$ cat config.mk
export PLATFORM = sky130hd
export DESIGN_NAME = taillight_scheduler
export DESIGN_NICKNAME = d
export VERILOG_FILES = /design/src/rtl/taillight_scheduler.sv
export SDC_FILE = /design/constraint.sdc
export NUM_CORES = 1
export LEC_CHECK = 0
export CAP_MARGIN = 20
export CELL_PAD_IN_SITES_DETAIL_PLACEMENT = 0
export CELL_PAD_IN_SITES_GLOBAL_PLACEMENT = 1
export CORE_ASPECT_RATIO = 1.5
export CORE_UTILIZATION = 45
export DETAILED_ROUTE_END_ITERATION = 10
export PLACE_DENSITY = 0.78
export SYNTH_ARGS = -nofsm -noshare
export SYNTH_HDL_FRONTEND = slang
export SYNTH_SLANG_ARGS = --single-unit
$ cat constraint.sdc
create_clock -name clk -period 1.95 [get_ports clk]
set_input_delay 0.2925 -clock clk [delete_from_list [all_inputs] [get_ports clk]]
set_output_delay 0.2925 -clock clk [all_outputs]
set_load 0.03 [all_outputs]
$ cat src/rtl/taillight_scheduler.sv
// -----------------------------------------------------------------------------
// taillight_scheduler
//
// Front-end sequencer for the sequential taillight controller. It synchronizes
// and debounces the raw driver switches and resolves them into one lighting
// mode. It also generates the sequence step strobe and the dimming clock.
// Turn/hazard mode changes only take effect on a sequence-frame boundary, so a
// running sweep is never cut off mid-pattern. Brake is not held to the frame
// rule and follows its debounced input every cycle.
//
// Optional feature macro: TAILLIGHT_SCHED_DEBOUNCE_EN
//   defined   : a per-input counter accepts a change only after DEB_CYCLES
//               consecutive cycles of disagreement.
//   undefined : the debounced value is the synchronizer output and no
//               debounce counters exist.
//
// Parameters:
//   TICK_DIV   clk cycles per sequence step (>= 2)
//   DEB_CYCLES stable cycles needed to accept a switch change (>= 1)
//   DIM_DIV    dim_clk period in clk cycles (even, >= 2)
//
// Ports:
//   clk                                   system clock, rising edge
//   rst                                   asynchronous active-high reset
//   left_sw, right_sw, brake_sw, hazard_sw raw asynchronous switches
//   step_en                               one-cycle pulse per sequence step
//   dim_clk                               dimming square wave
//   left, right, hazard                   registered mode command (one-hot or 0)
//   brake                                 registered debounced brake
//   phase[1:0]                            step index within frame (0..3)
//   pending                               mode change waiting for frame boundary
// -----------------------------------------------------------------------------
module taillight_scheduler #(
  parameter int TICK_DIV   = 12500000,
  parameter int DEB_CYCLES = 16,
  parameter int DIM_DIV    = 8
) (
  input  logic       clk,
  input  logic       rst,
  input  logic       left_sw,
  input  logic       right_sw,
  input  logic       brake_sw,
  input  logic       hazard_sw,
  output logic       step_en,
  output logic       dim_clk,
  output logic       left,
  output logic       right,
  output logic       hazard,
  output logic       brake,
  output logic [1:0] phase,
  output logic       pending
);

  localparam int STEP_W = $clog2(TICK_DIV);
  localparam int DIM_W  = $clog2(DIM_DIV);

  // Bit positions of the switches inside the packed input vectors.
  localparam int IDX_L = 0;
  localparam int IDX_R = 1;
  localparam int IDX_B = 2;
  localparam int IDX_H = 3;

  typedef enum logic [1:0] {
    ST_IDLE,
    ST_LEFT,
    ST_RIGHT,
    ST_HAZARD
  } mode_t;

  // Elaboration-time parameter sanity checks.
  if (TICK_DIV < 2) begin : g_bad_tick
    $error("taillight_scheduler: TICK_DIV must be >= 2");
  end
  if (DEB_CYCLES < 1) begin : g_bad_deb
    $error("taillight_scheduler: DEB_CYCLES must be >= 1");
  end
  if ((DIM_DIV < 2) || (DIM_DIV % 2 != 0)) begin : g_bad_dim
    $error("taillight_scheduler: DIM_DIV must be even and >= 2");
  end

  // ---------------------------------------------------------------------------
  // Input synchronizers
  // ---------------------------------------------------------------------------
  logic [3:0] raw;
  logic [3:0] sync1;
  logic [3:0] sync2;
  logic [3:0] deb;

  assign raw = {hazard_sw, brake_sw, right_sw, left_sw};

  // NOTE: sequential state uses non-blocking (<=) so every flop samples the
  // pre-edge value of its neighbours; blocking here would collapse the chain.
  always_ff @(posedge clk or posedge rst) begin
    if (rst) begin
      sync1 <= '0;
      sync2 <= '0;
    end else begin
      sync1 <= raw;
      sync2 <= sync1;
    end
  end

  // ---------------------------------------------------------------------------
  // Debounce
  // ---------------------------------------------------------------------------
`ifdef TAILLIGHT_SCHED_DEBOUNCE_EN
  localparam int DEB_W = $clog2(DEB_CYCLES + 1);

  logic [DEB_W-1:0] deb_cnt [4];

  // The counter runs only while the synchronized input disagrees with the
  // accepted value. Any agreement restarts it, so short glitches are dropped.
  // NOTE: the counter array is reset explicitly. These are a few control
  // flops, not a RAM, and an unreset count could accept a bogus edge after
  // reset.
  always_ff @(posedge clk or posedge rst) begin
    if (rst) begin
      deb <= '0;
      for (int i = 0; i < 4; i++) deb_cnt[i] <= '0;
    end else begin
      for (int i = 0; i < 4; i++) begin
        if (sync2[i] == deb[i]) begin
          deb_cnt[i] <= '0;
        end else if (deb_cnt[i] == DEB_W'(DEB_CYCLES - 1)) begin
          deb[i]     <= sync2[i];
          deb_cnt[i] <= '0;
        end else begin
          deb_cnt[i] <= deb_cnt[i] + DEB_W'(1);
        end
      end
    end
  end
`else
  assign deb = sync2;
`endif

  // ---------------------------------------------------------------------------
  // Request resolve: hazard wins, and both turn switches together mean hazard.
  // ---------------------------------------------------------------------------
  mode_t request;

  // NOTE: every always_comb output gets a default first, so no path can leave
  // it unassigned and infer a latch.
  always_comb begin
    request = ST_IDLE;
    if (deb[IDX_H])                      request = ST_HAZARD;
    else if (deb[IDX_L] && deb[IDX_R])   request = ST_HAZARD;
    else if (deb[IDX_L])                 request = ST_LEFT;
    else if (deb[IDX_R])                 request = ST_RIGHT;
  end

  // ---------------------------------------------------------------------------
  // Step strobe and dimming clock
  // ---------------------------------------------------------------------------
  logic [STEP_W-1:0] step_cnt;
  logic [DIM_W-1:0]  dim_cnt;

  assign step_en = (step_cnt == STEP_W'(TICK_DIV - 1));

  always_ff @(posedge clk or posedge rst) begin
    if (rst) begin
      step_cnt <= '0;
      dim_cnt  <= '0;
      dim_clk  <= 1'b0;
    end else begin
      step_cnt <= step_en ? '0 : step_cnt + STEP_W'(1);
      dim_cnt  <= (dim_cnt == DIM_W'(DIM_DIV - 1)) ? '0 : dim_cnt + DIM_W'(1);
      // Registered decode of the current count; high for the first half period.
      dim_clk  <= (dim_cnt < DIM_W'(DIM_DIV / 2));
    end
  end

  // ---------------------------------------------------------------------------
  // Mode FSM
  // ---------------------------------------------------------------------------
  mode_t      state;
  mode_t      state_next;
  logic [1:0] phase_next;

  always_comb begin
    state_next = state;
    phase_next = phase;
    if (step_en) begin
      if (state == ST_IDLE) begin
        // Leaving IDLE starts a fresh frame at phase 0.
        state_next = request;
        phase_next = 2'd0;
      end else begin
        phase_next = phase + 2'd1;
        // Only the request seen at the frame-closing step counts.
        if ((phase == 2'd3) && (request != state)) state_next = request;
      end
    end
  end

  always_ff @(posedge clk or posedge rst) begin
    if (rst) begin
      state  <= ST_IDLE;
      phase  <= 2'd0;
      left   <= 1'b0;
      right  <= 1'b0;
      hazard <= 1'b0;
      brake  <= 1'b0;
    end else begin
      state  <= state_next;
      phase  <= phase_next;
      left   <= (state_next == ST_LEFT);
      right  <= (state_next == ST_RIGHT);
      hazard <= (state_next == ST_HAZARD);
      brake  <= deb[IDX_B];
    end
  end

  assign pending = (request != state);

endmodule

After elaboration in Yosys (flattened, before gate mapping):

Cells that the tools add are included.
W data, S select, Z words.

* register bits after elaboration: 44
* input port bits: 6
* output and inout bits: 9
* word-level logic and storage cells: 35

* add/sub/neg operators: 3
* magnitude comparators: 1
* eq/ne operators: 7
* multiplexer cells: 10
* reduce and logical (&&, ||, !) cells: 3

Operators by type and width (number)
* $add A24 B1 Y24 const B: 1
* $eq A24 B24 Y1 const B: 1
* $mux W24: 1
* $mux W2: 8
* $eq A2 B2 Y1 const B: 3
* $add A3 B1 Y3 const B: 1
* $eq A3 B3 Y1 const B: 1
* $lt A3 B3 Y1 const B: 1
* $mux W3: 1
* $add A2 B1 Y2 const B: 1
* $eq A2 B1 Y1 const B: 1
* $logic_and A1 B1 Y1: 2
* $logic_not A2 Y1: 1
* $ne A2 B2 Y1: 1

Depth between registers and ports, before layout:

Gate-level depths: netlist of run 1.

* depth after elaboration: 10
* depth in mapped cells: 7
* depth with buffers taken out: 5

Worst setup path before layout of run 1:

Ideal clock, no wire load.

* kind: reg2out
* start: register step_cnt[9]
* end: output step_en
* arrival time: 1.487 ns
* data required time: 1.657 ns
* slack: 0.171 ns
* cell stages (with the launch flop): 4
* buffers on the path: 0
* cell sequence: dfrtp_1 nor4_1 nand4_1 nor2_1

* longest elaborated chain between the ends: 1

Ends and longest elaborated chain
* from (decl): line 155 `logic [STEP_W-1:0] step_cnt;`
* from (signal assigned): line 166 `step_cnt <= step_en ? '0 : step_cnt + STEP_W'(1);`
* $eq A24 B24 Y1: line 158 `assign step_en = (step_cnt == STEP_W'(TICK_DIV - 1));`
* to (decl): line 44 `output logic step_en,`

No other way between the ends.

Final worst setup path of run 1:

* start: register step_cnt[0]
* end: output step_en

Same word-level chain as after synthesis.

==> results.md, run 1 <==
- HP Class: reg -> reg
- WP data required: 1660 ps
- Final setup viols: 0
- Initial Util: 0.4786
- Congestion Overflow GR: 0
- Crit. End Element: output pin
- Router iterations before antenna repair: 4
- Yosys top cell area share: 0.5711
- Minimum clock period: between 1500 and 2000 ps
- Skew-Pair Late Insertion Delay: 300 ps
- Number of buffers created by CTS: 5
- Antenna cells: 0
- Asr flop ratio synth: 1.000
- Status: finished, final reports clean
- Met2 Wirelength: about 1900 um
- Max Used Layer: met4
- Initial DRC count: 35
- P_leak: between 1 and 1.5 nW
- Initial antenna violation count: 0
- First-pass GRT wire length: 6534 um
- Ports: 15
- CP arrival: 1570 ps
- Highest-delay cell along the critical path: dfrtp_1
- Sequential area share after synthesis: 0.5711
- Port Buf Inserts: 14
- Top cells by count, synth: dfrtp_1 (44), nor2_1 (14), o21ai_0 (12)
- PwrDens: 724.6 nW/um^2
- Number of enable flip-flop cells after synthesis: 0
- Die Y: approximately 82 um
- H-tree levels: 2
- # placed instances: between 200 and 250
- Post-Layout Cell Count: about 250
- Synth warn: 0
- Synthesized flop and latch total: between 40 and 50
- Syn Nets: 183
- Residual DRC count: 0
- Share of cells above drive strength 1: 0.1485
- Worst hold slack: between 300 and 400 ps
- F_max: 0.5369 GHz
- DR vias: between 1000 and 1500
- Nets: 211
- Most instantiated library cell after synthesis: dfrtp_1
- Ys flop type: dfrtp_1
- DRT antenna net count: 0
- DRT Wirelength: between 3000 and 4000 um
- Final setup margin: roughly 87 ps
- Critical setup path kind: reg -> out
- Worst Skew: approximately 3 ps
- Hold path cells: 0
- Syn-to-layout area delta: 19.92%
- CORE AREA: ~4000 um^2
- Max_cap viols: 0
- Post-DR wirelength/cell: between 10 and 15 um
- Post-synth top area cell: dfrtp_1
- Post-synth cell types: 34
- Vias per std cell: around 5.7
- CTS sink cnt: 44
- Routed wl met3: roughly 110 um
- CTS tree: done
- Setup crit start kind: flop
- Gate Count Post-Synth: between 150 and 200
- Total power: between 1.5 and 2 mW
- Main area contributors after synthesis: dfrtp_1 (57%), xor2_1 (3.6%), xnor2_1 (3.2%)
- R2R depth: 6
- Routability cong.: 0.8524
- Crit-path cells: ha_2 -> and4_4 -> nand3_2 -> nor2_2 -> buf_4
- Hold buffers post-CTS: 0
- Wire length on met1: around 1500 um
- CTS clk-pin slew, worst paths: about 80 ps
- Max incr delay on CP: 400 ps
- Root buf cell: clkbuf_8
- VDD IR max: between 0.7 and 0.8 mV
- Max FO, Critical Path: 7
- Core Rows: 28
- Pin count of the biggest net entering global routing: 45
- Worst Tran Pin Value: around 530 ps
- Vias in the first global route: 1398
- Pins over their slew limit: 0
- Post-DP HPWL: 2582 um
- Clock tree buffer depth: 2
- Final hold violations: 0
- Period utilisation layout: 0.9552
- Util after Layout: 0.5739
- Place WS: ~120 ps
- Die width: around 55 um
- Synthesized area per cell: 11.15 um^2
- Total Routing Usage GR: 0.1876
- Mapped Area: 1928 um^2
- Die area: around 4600 um^2
- Slew margin rel.: 0.6495
[power breakdown]
part,internal [mW],switching (mW),leakage (nW)
registers,0.921,0.00446,0.570
logic,0.0171,0.0255,0.393
clock network,0.386,0.322,0.0548
total,1.32,0.352,1.02
[layout make-up]
class | count | area, um^2
clock buffers | 5 | 68.82
clock inverters | 3 | 46.29
fillers | 349 | 1717
inverters | 7 | 26.28
multi-input cells | 119 | 802.0
flip-flops and latches | 44 | 1101
well taps | 45 | 56.30
repair buffers | 24 | 211.5
[layout by cell type, fill, tap and decap left out, drive strengths merged, types with 2 or more instances in the layout]
cell type,n
buf,11
or4,3
xnor2,7
clkdlybuf4s50,12
and2,3
nor2,15
nand3,8
o21ai,13
inv,8
o2111ai,2
ha,4
clkbuf,5
o31ai,4
nand2,11
and4,7
dfrtp,44
nor3,5
or3,4
xor2,8
nand4,6
o22ai,4
and3,3
a21oi,5
[registers in the layout, indices dropped and copies added (netlist names)]
register,flops
phase,2
step_cnt,24
right,1
left,1
brake,1
deb,4
dim_cnt,3
sync1,4
dim_clk,1
state,2
hazard,1
[metrics by stage]
stage / TNS, ps / cell area, um^2
2_1_floorplan: 0 / 1928
3_3_place_gp: 0 / 2157
3_5_place_dp: 0 / 2157
4_1_cts: 0 / 2283
5_1_grt: -18.11 / 2312
6_report: 0 / 2312
[worst max-delay path, delay by kind of cell, from the launching register on]
kind | cells | cell delay [ps]
and+or+nand+nor | 3 | 490
DFF | 1 | 400
buffers and inverters | 1 | 160
adders and majority gates | 1 | 220
[worst paths after layout]
check                                            from                     end  slack [ps]
worst max-delay path            step_cnt[0]$_DFF_PP0_                 step_en          90
worst max register to register  step_cnt[0]$_DFF_PP0_    phase[0]$_DFFE_PP0N_         170
max in group asynchronous                         rst  step_cnt[10]$_DFF_PP0_        1160
min in group asynchronous                         rst    dim_cnt[1]$_DFF_PP0_         430
worst min-delay path               sync1[3]$_DFF_PP0_        deb[3]$_DFF_PP0_         350
worst min register to register     sync1[3]$_DFF_PP0_        deb[3]$_DFF_PP0_         350
[kinds of logic (layout without fill, tap and decap cells)]
kind of cell | after synthesis | after routing | synth area share
AO/OA/AOI/OAI | 30 | 30 | 0.09344
XOR/XNOR | 15 | 15 | 0.06814
adder cells (fa/ha/maj) | 4 | 4 | 0.02596
buffers and inverters | 10 | 39 | 0.02272
flip-flops | 44 | 44 | 0.5711
multiplexers | 2 | 2 | 0.01103
AND/OR/NAND/NOR | 68 | 68 | 0.2077
[metal layers]
metal,vias up,track usage
met3,6,0.04984
met5,-,0
li1,681,-
met1,688,0.2130
met4,0,0.07500
met2,22,0.3373
[what timing repair did]
item	CTS	global route
buffers inserted	1	2
resized for setup	4	3
setup endpoints to repair	2	1
pin swaps	1	0
Power figures use the tool's default switching activity.
==> run 2: changes to the inputs <==
- SLEW_MARGIN: default -> 10
==> results of run 2 <==
The final DEF is identical to that of run 1; final timing and power are the same.
